**src/rtl/delay_line_pkg.sv**
```systemverilog
// Shared types and default widths for the delay-line controller.
// The optional zero-fill output is selected by DELAY_FILL_ZERO_EN in delay_line_ctrl.
package delay_line_pkg;

    localparam int DEFAULT_ADDRESS_WIDTH = 9;
    localparam int DEFAULT_DATA_WIDTH    = 8;

    typedef enum logic [1:0] {
        IDLE = 2'd0,
        FILL = 2'd1,
        RUN  = 2'd2
    } dl_state_e;

endpackage

```
**src/rtl/delay_line_ctrl_wrap_ptr.sv**
```systemverilog
// Wrap-around pointer: counts up by one per increment and rolls over naturally
// at 2^WIDTH; clear and reset both force it back to zero.
module wrap_ptr #(
    parameter int WIDTH = 9
) (
    input  logic             clk,
    input  logic             rst,
    input  logic             i_clear,
    input  logic             i_inc,
    output logic [WIDTH-1:0] o_count
);

    logic [WIDTH-1:0] r_count;

    always_ff @(posedge clk) begin
        if (rst || i_clear) begin
            r_count <= '0;
        end else if (i_inc) begin
            r_count <= r_count + WIDTH'(1);
        end
    end

    assign o_count = r_count;

endmodule

```
**src/rtl/delay_line_ctrl.sv**
```systemverilog
// Delay-line controller driving an external dual-port RAM as a circular buffer.
// Define DELAY_FILL_ZERO_EN to emit a zero output for every sample taken before RUN.
module delay_line_ctrl
    import delay_line_pkg::*;
#(
    parameter int ADDRESS_WIDTH = DEFAULT_ADDRESS_WIDTH,
    parameter int DATA_WIDTH    = DEFAULT_DATA_WIDTH
) (
    input  logic                     clk,
    input  logic                     rst,
    input  logic                     in_valid,
    input  logic [DATA_WIDTH-1:0]    in_data,
    input  logic [ADDRESS_WIDTH-1:0] delay,
    input  logic                     flush,
    output logic                     ram_wr_en,
    output logic [ADDRESS_WIDTH-1:0] ram_wr_addr,
    output logic [DATA_WIDTH-1:0]    ram_din,
    output logic                     ram_rd_en,
    output logic [ADDRESS_WIDTH-1:0] ram_rd_addr,
    input  logic [DATA_WIDTH-1:0]    ram_dout,
    output logic                     out_valid,
    output logic [DATA_WIDTH-1:0]    out_data,
    output logic [1:0]               state_o
);

    localparam logic [1:0] ST_IDLE = IDLE;
    localparam logic [1:0] ST_FILL = FILL;
    localparam logic [1:0] ST_RUN  = RUN;

    logic [1:0]               r_state;
    logic [ADDRESS_WIDTH-1:0] r_d_lat;
    logic [ADDRESS_WIDTH-1:0] r_fill_cnt;
    logic                     r_out_valid;

    logic                     w_accept;
    logic                     w_rd_en;
    logic [ADDRESS_WIDTH-1:0] w_wr_ptr;
    logic [ADDRESS_WIDTH-1:0] w_delay_clamped;
    logic [ADDRESS_WIDTH-1:0] w_fill_next;

    // A sample coinciding with flush or reset is dropped, so it never reaches the RAM.
    assign w_accept        = in_valid && !flush && !rst;
    assign w_rd_en         = w_accept && (r_state == ST_RUN);
    assign w_delay_clamped = (delay == '0) ? ADDRESS_WIDTH'(1) : delay;
    assign w_fill_next     = r_fill_cnt + ADDRESS_WIDTH'(1);

    wrap_ptr #(
        .WIDTH(ADDRESS_WIDTH)
    ) u_wr_ptr (
        .clk     (clk),
        .rst     (rst),
        .i_clear (flush),
        .i_inc   (w_accept),
        .o_count (w_wr_ptr)
    );

    assign ram_wr_en   = w_accept;
    assign ram_wr_addr = w_wr_ptr;
    assign ram_din     = in_data;
    assign ram_rd_en   = w_rd_en;
    assign ram_rd_addr = w_wr_ptr - r_d_lat;
    assign state_o     = r_state;

    always_ff @(posedge clk) begin
        if (rst) begin
            r_state    <= ST_IDLE;
            r_d_lat    <= ADDRESS_WIDTH'(1);
            r_fill_cnt <= '0;
        end else if (flush) begin
            r_state    <= ST_IDLE;
            r_fill_cnt <= '0;
        end else if (in_valid) begin
            case (r_state)
                ST_IDLE: begin
                    r_d_lat    <= w_delay_clamped;
                    r_fill_cnt <= ADDRESS_WIDTH'(1);
                    r_state    <= (w_delay_clamped == ADDRESS_WIDTH'(1)) ? ST_RUN : ST_FILL;
                end
                ST_FILL: begin
                    r_fill_cnt <= w_fill_next;
                    if (w_fill_next == r_d_lat) begin
                        r_state <= ST_RUN;
                    end
                end
                ST_RUN: begin
                    r_state <= ST_RUN;
                end
                default: begin
                    r_state    <= ST_IDLE;
                    r_fill_cnt <= '0;
                end
            endcase
        end
    end

`ifdef DELAY_FILL_ZERO_EN
    logic r_out_zero;

    // Pre-RUN samples produce a zero output so the output stays one-for-one with input.
    always_ff @(posedge clk) begin
        if (rst || flush) begin
            r_out_valid <= 1'b0;
            r_out_zero  <= 1'b0;
        end else begin
            r_out_valid <= w_accept;
            r_out_zero  <= w_accept && (r_state != ST_RUN);
        end
    end

    assign out_data = r_out_zero ? '0 : ram_dout;
`else
    always_ff @(posedge clk) begin
        if (rst || flush) begin
            r_out_valid <= 1'b0;
        end else begin
            r_out_valid <= w_rd_en;
        end
    end

    assign out_data = ram_dout;
`endif

    assign out_valid = r_out_valid;

endmodule

```
**config.mk**
```make
export PLATFORM = sky130hd
export DESIGN_NAME = delay_line_ctrl
export DESIGN_NICKNAME = d
export VERILOG_FILES = /design/src/rtl/delay_line_pkg.sv /design/src/rtl/delay_line_ctrl_wrap_ptr.sv /design/src/rtl/delay_line_ctrl.sv
export SDC_FILE = /design/constraint.sdc
export NUM_CORES = 1
export LEC_CHECK = 0
export CELL_PAD_IN_SITES_DETAIL_PLACEMENT = 2
export CELL_PAD_IN_SITES_GLOBAL_PLACEMENT = 2
export CORE_MARGIN = 2
export CORE_UTILIZATION = 27
export DETAILED_ROUTE_END_ITERATION = 6
export GPL_ROUTABILITY_DRIVEN = 0
export PLACE_DENSITY_LB_ADDON = 0.2
export SLEW_MARGIN = 30
export SYNTH_ARGS = -nofsm -noshare
export SYNTH_HDL_FRONTEND = slang
export SYNTH_SLANG_ARGS = --single-unit
```
**constraint.sdc**
```tcl
create_clock -name clk -period 4.77 [get_ports clk]
set_input_delay 0.477 -clock clk [delete_from_list [all_inputs] [get_ports clk]]
set_output_delay 0.477 -clock clk [all_outputs]
set_load 0.05 [all_outputs]
```
==> flow_summary.toml, run 1 <==
[status]
status = "finished, final reports clean"

[synthesis]
netlist_instances = 266
synth-edff-count = 0
yosysTopAreaCell = "dfxtp_1"
syn-cell-area_um2 = 2120
seq_area_frac_synth_pct = 28.4
avgSynthCellArea_um2 = 7.96
synth_top_area_share_pct = 28.4
synth.most_common_cell = "nor2_1"
synth_warnings = 0
synth_area_leaders = "dfxtp_1 28%, ha_1 8.3%, buf_4 5.7%"
mappedNetlistNets = 310
ys.flop_type = "dfxtp_1"
synth.distinct_cells = 43
synth.ff_latch_count = 30
synth_common_cells = "31 x nor2_1, 30 x dfxtp_1, 25 x nand2_1"
synth-async-reset-ratio_pct = 0

[clock_tree]
cts.repair.resized = 0
numCtsBuffers = 5
worst_setup_hold_path_clk_slew_ps = 70
clock_path_buffers = 2
post_cts_buffers = 0
cts-root-buf = "clkbuf_8"
cts_tree = "done"
cts_sinks = 30
cts_max_level = 2
clock_insertion_delay_worst_skew_ps = 290
holdBufCountCts = 0

[route]
vias = 1834
drc = 0
avgRoutedWirePerCell_um = 15.5
dr.pass1.iters = 3
routed_wirelength_um = 5990
postRouteAntennaNets = 0
vias_per_cell = 4.74
drt-initial-drc-count = 22

[grt]
grt_start_max_net_pins = 20
antenna_found_initial = 0
grt_pass1_wl_um = 10000
overflow = 0
grt_pass1_vias = 1933
grt_usage_pct = 15.0

[timing]
min_period_ps = 3790
slew-limit-headroom_pct = 59.6
final.period_utilization_pct = 79.4
finalSetupTns_ps = 0
rsz0062_at_grt = "no"
max_clock_freq_mhz = 264
setup_viol_count_final = 0
worstMarginPinSlew_ps = 604
slew_viol_final = 0
hold_viol_final = 0
fin_skew_ps = 4.49

[layout]
fin_cells = 387
fill_cells = 882
antenna_cells = 0
fin_nets = 328
areaGrowthSynthToFinish_pct = 18.8
drive_above_1_share_pct = 5.26

[floorplan]
io_pins = 68
die_y_um = 92.6
dieArea_um2 = 8570
die_w_um = 92.6
fp.coreArea_um2 = 7650
start_util_pct = 27.7
num_rows = 32

[critical_path]
r2r_start = "r_fill_cnt[0]"
reg2reg_to = "state_o[1]"
start_kind = "register"
worst_setup_path_end_kind = "primary output"
crit_fanout = 5
cp.required_ps = 4290
reg2reg_depth = 7
critical_path_class = "reg -> out"
arrival_ps = 3310
cp-startpoint = "u_wr_ptr.o_count[0]"
rrSetupSlack_ps = 2440

[pwr]
p_int_mw = 0.467
power_density_nw_per_um2 = 272
power.switching_mw = 0.216
clockPowerShare_pct = 36.5
swShare_pct = 31.7
power_frac_seq_pct = 38.8
total_power_mw = 0.683
ir_drop_mv = 0.100
share_comb_of_total_power_pct = 24.7
cellLeakagePower_nw = 0.957

[place]
dp_cells = 379
place.port_buffers = 35
dp_hpwl_um = 4650

[job]
drv_cap = 0

[worst_hold_path]
hold_class = "reg -> reg"
holdPathEnd = "r_d_lat[5]"
hold_depth = 2
min-delay-start = "r_d_lat[5]"
## sequential cells by signal (all words and copies together), names as in the netlist
signal / count
state_o: 2
u_wr_ptr.o_count: 9
r_fill_cnt: 9
r_d_lat: 9
out_valid: 1
## power by group through the flow
stage	Clock, mW	Combinational (mW)	Sequential (mW)
finish	0.249	0.169	0.265
global route	0.270	0.185	0.266
CTS	0.260	0.172	0.265
detailed placement	0	0.171	0.271
global placement	0	0.168	0.271
floorplan	0	0.149	0.273
## area by class of cell
class	count	area (µm²)	share of cell area [%]
Clock buffer	8	110	4.38
Inverter	17	63.8	2.54
Multi-Input combinational cell	194	1260	49.9
Sequential cell	30	601	23.9
Tap cell	102	128	5.07
Timing Repair Buffer	36	358	14.2
## cells in the final DEF, fill, tap and decap left out, drive strengths merged, types with 7 or more instances in the layout
master	Yosys	routed
a21oi	16	16
ha	14	14
nand2	25	25
xnor2	12	12
dfxtp	30	30
xor2	8	8
mux2i	9	9
clkbuf	6	8
nor3	13	13
clkdlybuf4s50	0	35
nor2	31	31
o21ai	12	12
nor2b	7	7
inv	17	17
nand3	7	7
## per-stage QoR
step           hold WS, ps  worst slack (ps)  instance area [µm²]  utilization [%]
3_5_place_dp           495              1250                 2410             31.5
4_1_cts                505               918                 2520             32.9
5_1_grt                520               652                 2520             32.9
2_1_floorplan          455              1430                 2120                -
6_report               502               981                 2520             32.9
3_3_place_gp           475              1430                 2410             31.5
## per-layer routing
| metal | vias to the layer above | routed length (µm) | global-route usage [%] |
|---|---|---|---|
| met5 | - | 0 | 0 |
| met4 | 0 | 104 | 6.09 |
| met3 | 8 | 179 | 2.77 |
| met2 | 27 | 2700 | 23.7 |
| met1 | 873 | 3000 | 20.2 |
| li1 | 926 | - | - |
## cells by family after synthesis
kind of cell	count (synthesis)	share of synthesized area [%]
and+or+nand+nor	108	25.4
AOI/OAI and AO/OA	42	12.2
buffers and inverters	42	12.3
DFF	30	28.4
xor gates and xnor gates	20	8.27
adders and majority gates	15	9.21
muxes	9	4.25
## worst max-delay path by stage
stage | end | slack, ps | depth (start not counted)
global placement | ram_rd_addr[8] | 1430 | 10
detailed placement | ram_rd_addr[8] | 1250 | 10
floorplan | ram_rd_addr[6] | 1430 | 9
finish | ram_rd_addr[8] | 980 | 10
global route | ram_rd_addr[8] | 650 | 10
CTS | ram_rd_addr[8] | 920 | 10
## critical path, stage by stage (launching register included)
cell and delay (ps):
dfxtp_1 420, inv_1 80, ha_1 230, fa_1 420, nor2b_1 140, o21ai_0 110
a21boi_0 270, o21ai_0 170, a21oi_1 200, xnor2_1 150, clkdlybuf4s50_1 830
No activity file was read; power rests on OpenSTA's default activity.
==> inputs of run 2 (changes only) <==
--- a/config.mk
+++ b/config.mk
@@ -8,7 +8,7 @@
 export CELL_PAD_IN_SITES_DETAIL_PLACEMENT = 2
 export CELL_PAD_IN_SITES_GLOBAL_PLACEMENT = 2
 export CORE_MARGIN = 2
-export CORE_UTILIZATION = 27
+export CORE_UTILIZATION = 26
 export DETAILED_ROUTE_END_ITERATION = 6
 export GPL_ROUTABILITY_DRIVEN = 0
 export PLACE_DENSITY_LB_ADDON = 0.2
==> constraint.sdc (replaced) <==
create_clock -name clk -period 3.5 [get_ports clk]
set_input_delay 0.35 -clock clk [delete_from_list [all_inputs] [get_ports clk]]
set_output_delay 0.35 -clock clk [all_outputs]
set_load 0.05 [all_outputs]
==> run 2 against run 1 <==
  * Utilization fell by 0.66 points
  * Critical path depth fell by 1
  * Hold slack improved by 1.2 ps
  * Sequential power rose by 36%
  * Design area barely moved
  * Die area rose by 3.7%
  * Critical path type unchanged
  * Largest cell class unchanged
  * Largest power group unchanged
==> flow_summary.toml, run 2 (same netlist as run 1, synthesis figures left out) <==
[clock_tree]
clock_insertion_delay_worst_skew_ps = 290
holdBufCountCts = 0
numCtsBuffers = 5
cts_tree = "done"
cts-root-buf = "clkbuf_8"
clock_path_buffers = 2
cts_sinks = 30
cts_max_level = 2
worst_setup_hold_path_clk_slew_ps = 70

[route]
wl_met2_um = 2750
wl_met1_um = 2900
vias = 1847
avgRoutedWirePerCell_um = 15.3
top_layer = "met4"
route.met3.wl_um = 219
drc = 0
vias_per_cell = 4.74
drt-initial-drc-count = 53
postRouteAntennaNets = 0
routed_wirelength_um = 5960
dr.pass1.iters = 4

[floorplan]
die_y_um = 94.3
dieArea_um2 = 8880
num_rows = 32
start_util_pct = 27.1
io_pins = 68
die_w_um = 94.3
fp.coreArea_um2 = 7810

[place]
placed_area_um2 = 2420
place.port_buffers = 35
dp_hpwl_um = 4610
dp_cells = 382

[grt]
antenna_found_initial = 0
grt_usage_pct = 14.7
grt_pass1_vias = 1975
grt_pass1_wl_um = 10000
overflow = 0
grt_start_max_net_pins = 19

[pwr]
swShare_pct = 32.8
p_int_mw = 0.597
power_density_nw_per_um2 = 353
power.switching_mw = 0.292
share_comb_of_total_power_pct = 25.8
cellLeakagePower_nw = 0.967
ir_drop_mv = 0.201
power_frac_seq_pct = 40.6
clockPowerShare_pct = 33.6

[critical_path]
cp_common_cell = "o21ai_0"
cp.required_ps = 3150
path_cells = "inv_1 > ha_1 > nor2b_1 > o21ai_0 > a21boi_0 > o21ai_0 > a21oi_1 > xor2_1 > clkdlybuf4s50_1"
worst_setup_path_end_kind = "primary output"
cp-startpoint = "r_d_lat[1]"
critical_path_class = "reg -> out"
reg2reg_to = "state_o[1]"
max_stage_delay_ps = 810
rrSetupSlack_ps = 1200
reg2reg_depth = 7
path_buf_inv = 2
start_kind = "register"
cpLargestDelayFamily = "buffers and inverters"
r2r_start = "r_fill_cnt[0]"
cp_num_cells = 9
crit_slowest_cell = "clkdlybuf4s50_1"
worstSetupEndpoint = "ram_rd_addr[7]"
arrival_ps = 2850
crit_fanout = 4

[layout]
multi_input_area_um2 = 1260
fill_cells = 916
fin_cells = 390
layout_common_cells = "32 x clkdlybuf4s50_1, 31 x nor2_1, 30 x dfxtp_1"
mostFrequentLayoutCell = "clkdlybuf4s50_1"
antenna_cells = 0
drive_above_1_share_pct = 6.60
areaGrowthSynthToFinish_pct = 18.8
fin_util_pct = 32.2
final-seq-area_um2 = 601
fin_area_um2 = 2520
fin_nets = 331

[timing]
setup_viol_count_final = 0
slew_viol_final = 0
fin_skew_ps = 4.89
rsz0062_at_grt = "no"
worstMarginPinSlew_ps = 659
hold_viol_final = 0
slew-limit-headroom_pct = 55.9
finalSetupTns_ps = 0
final.period_utilization_pct = 91.5
holdWs_ps = 503
min_period_ps = 3200
max_clock_freq_mhz = 312

[status]
status = "finished, final reports clean"

[worst_hold_path]
min-delay-start = "r_d_lat[5]"
hold_class = "reg -> reg"

[job]
drv_cap = 0
[run 2: changes by cell type in the layout (fill, tap and decap cells not counted)]
cell             change
dlymetal6s2s_1       +1
clkbuf_1             +1
clkdlybuf4s50_1      -3
buf_4                +5
clkbuf_8             -2
clkinv_2             +1
[run 2: worst min-delay path: stages, from the launching register on]
cell and delay (ps):
dfxtp_1 330, mux2i_1 70, nor2_1 70
[run 2: area by class of cell]
type,instances,area share (%)
clock buffer,7,3.43
clock inverter,1,0.199
inverter,17,2.53
multi-input combinational,194,49.9
sequential,30,23.9
tap,102,5.07
timing repair buffer,39,15.0
[run 2: repair_timing]
| action | in CTS | in global routing |
|---|---|---|
| buffers inserted | 0 | 0 |
| resized for setup | 0 | 1 |
| endpoints found under the setup margin | 0 | 1 |
[run 2: power by group through the flow]
stage                     Clock, mW  Combinational [mW]  Sequential, mW
after floorplan                   0               0.203           0.372
after global placement            0               0.230           0.369
after detailed placement          0               0.233           0.369
after CTS                     0.313               0.234           0.361
after global routing          0.329               0.250           0.363
final                         0.298               0.230           0.361
[run 2: per-layer routing]
| layer | GRT usage, % | vias up |
|---|---|---|
| li1 | - | 925 |
| met1 | 19.6 | 881 |
| met2 | 23.3 | 35 |
| met3 | 3.13 | 6 |
| met4 | 5.31 | 0 |
| met5 | 0 | - |
[run 2: through the flow]
step / setup slack (ps) / power (mW)
finish: 299 / 0.889
global route: 19.2 / 0.942
CTS: 177 / 0.908
detailed placement: 516 / 0.602
global placement: 583 / 0.599
floorplan: 287 / 0.575
[run 2: worst min-delay path by stage]
stage	endpoint	slack (ps)	cells past startpoint
global placement	r_fill_cnt[1]	480	2
CTS	r_fill_cnt[1]	500	2
finish	r_d_lat[5]	500	2
floorplan	r_fill_cnt[1]	460	2
detailed placement	r_fill_cnt[1]	490	2
global route	r_fill_cnt[1]	540	2
==> inputs of run 3 (changes only) <==
--- a/config.mk
+++ b/config.mk
@@ -5,6 +5,7 @@
 export SDC_FILE = /design/constraint.sdc
 export NUM_CORES = 1
 export LEC_CHECK = 0
+export CAP_MARGIN = 5
 export CELL_PAD_IN_SITES_DETAIL_PLACEMENT = 2
 export CELL_PAD_IN_SITES_GLOBAL_PLACEMENT = 2
 export CORE_MARGIN = 2
==> results of run 3 <==
Final layout, timing and power as in run 2 (identical DEF).
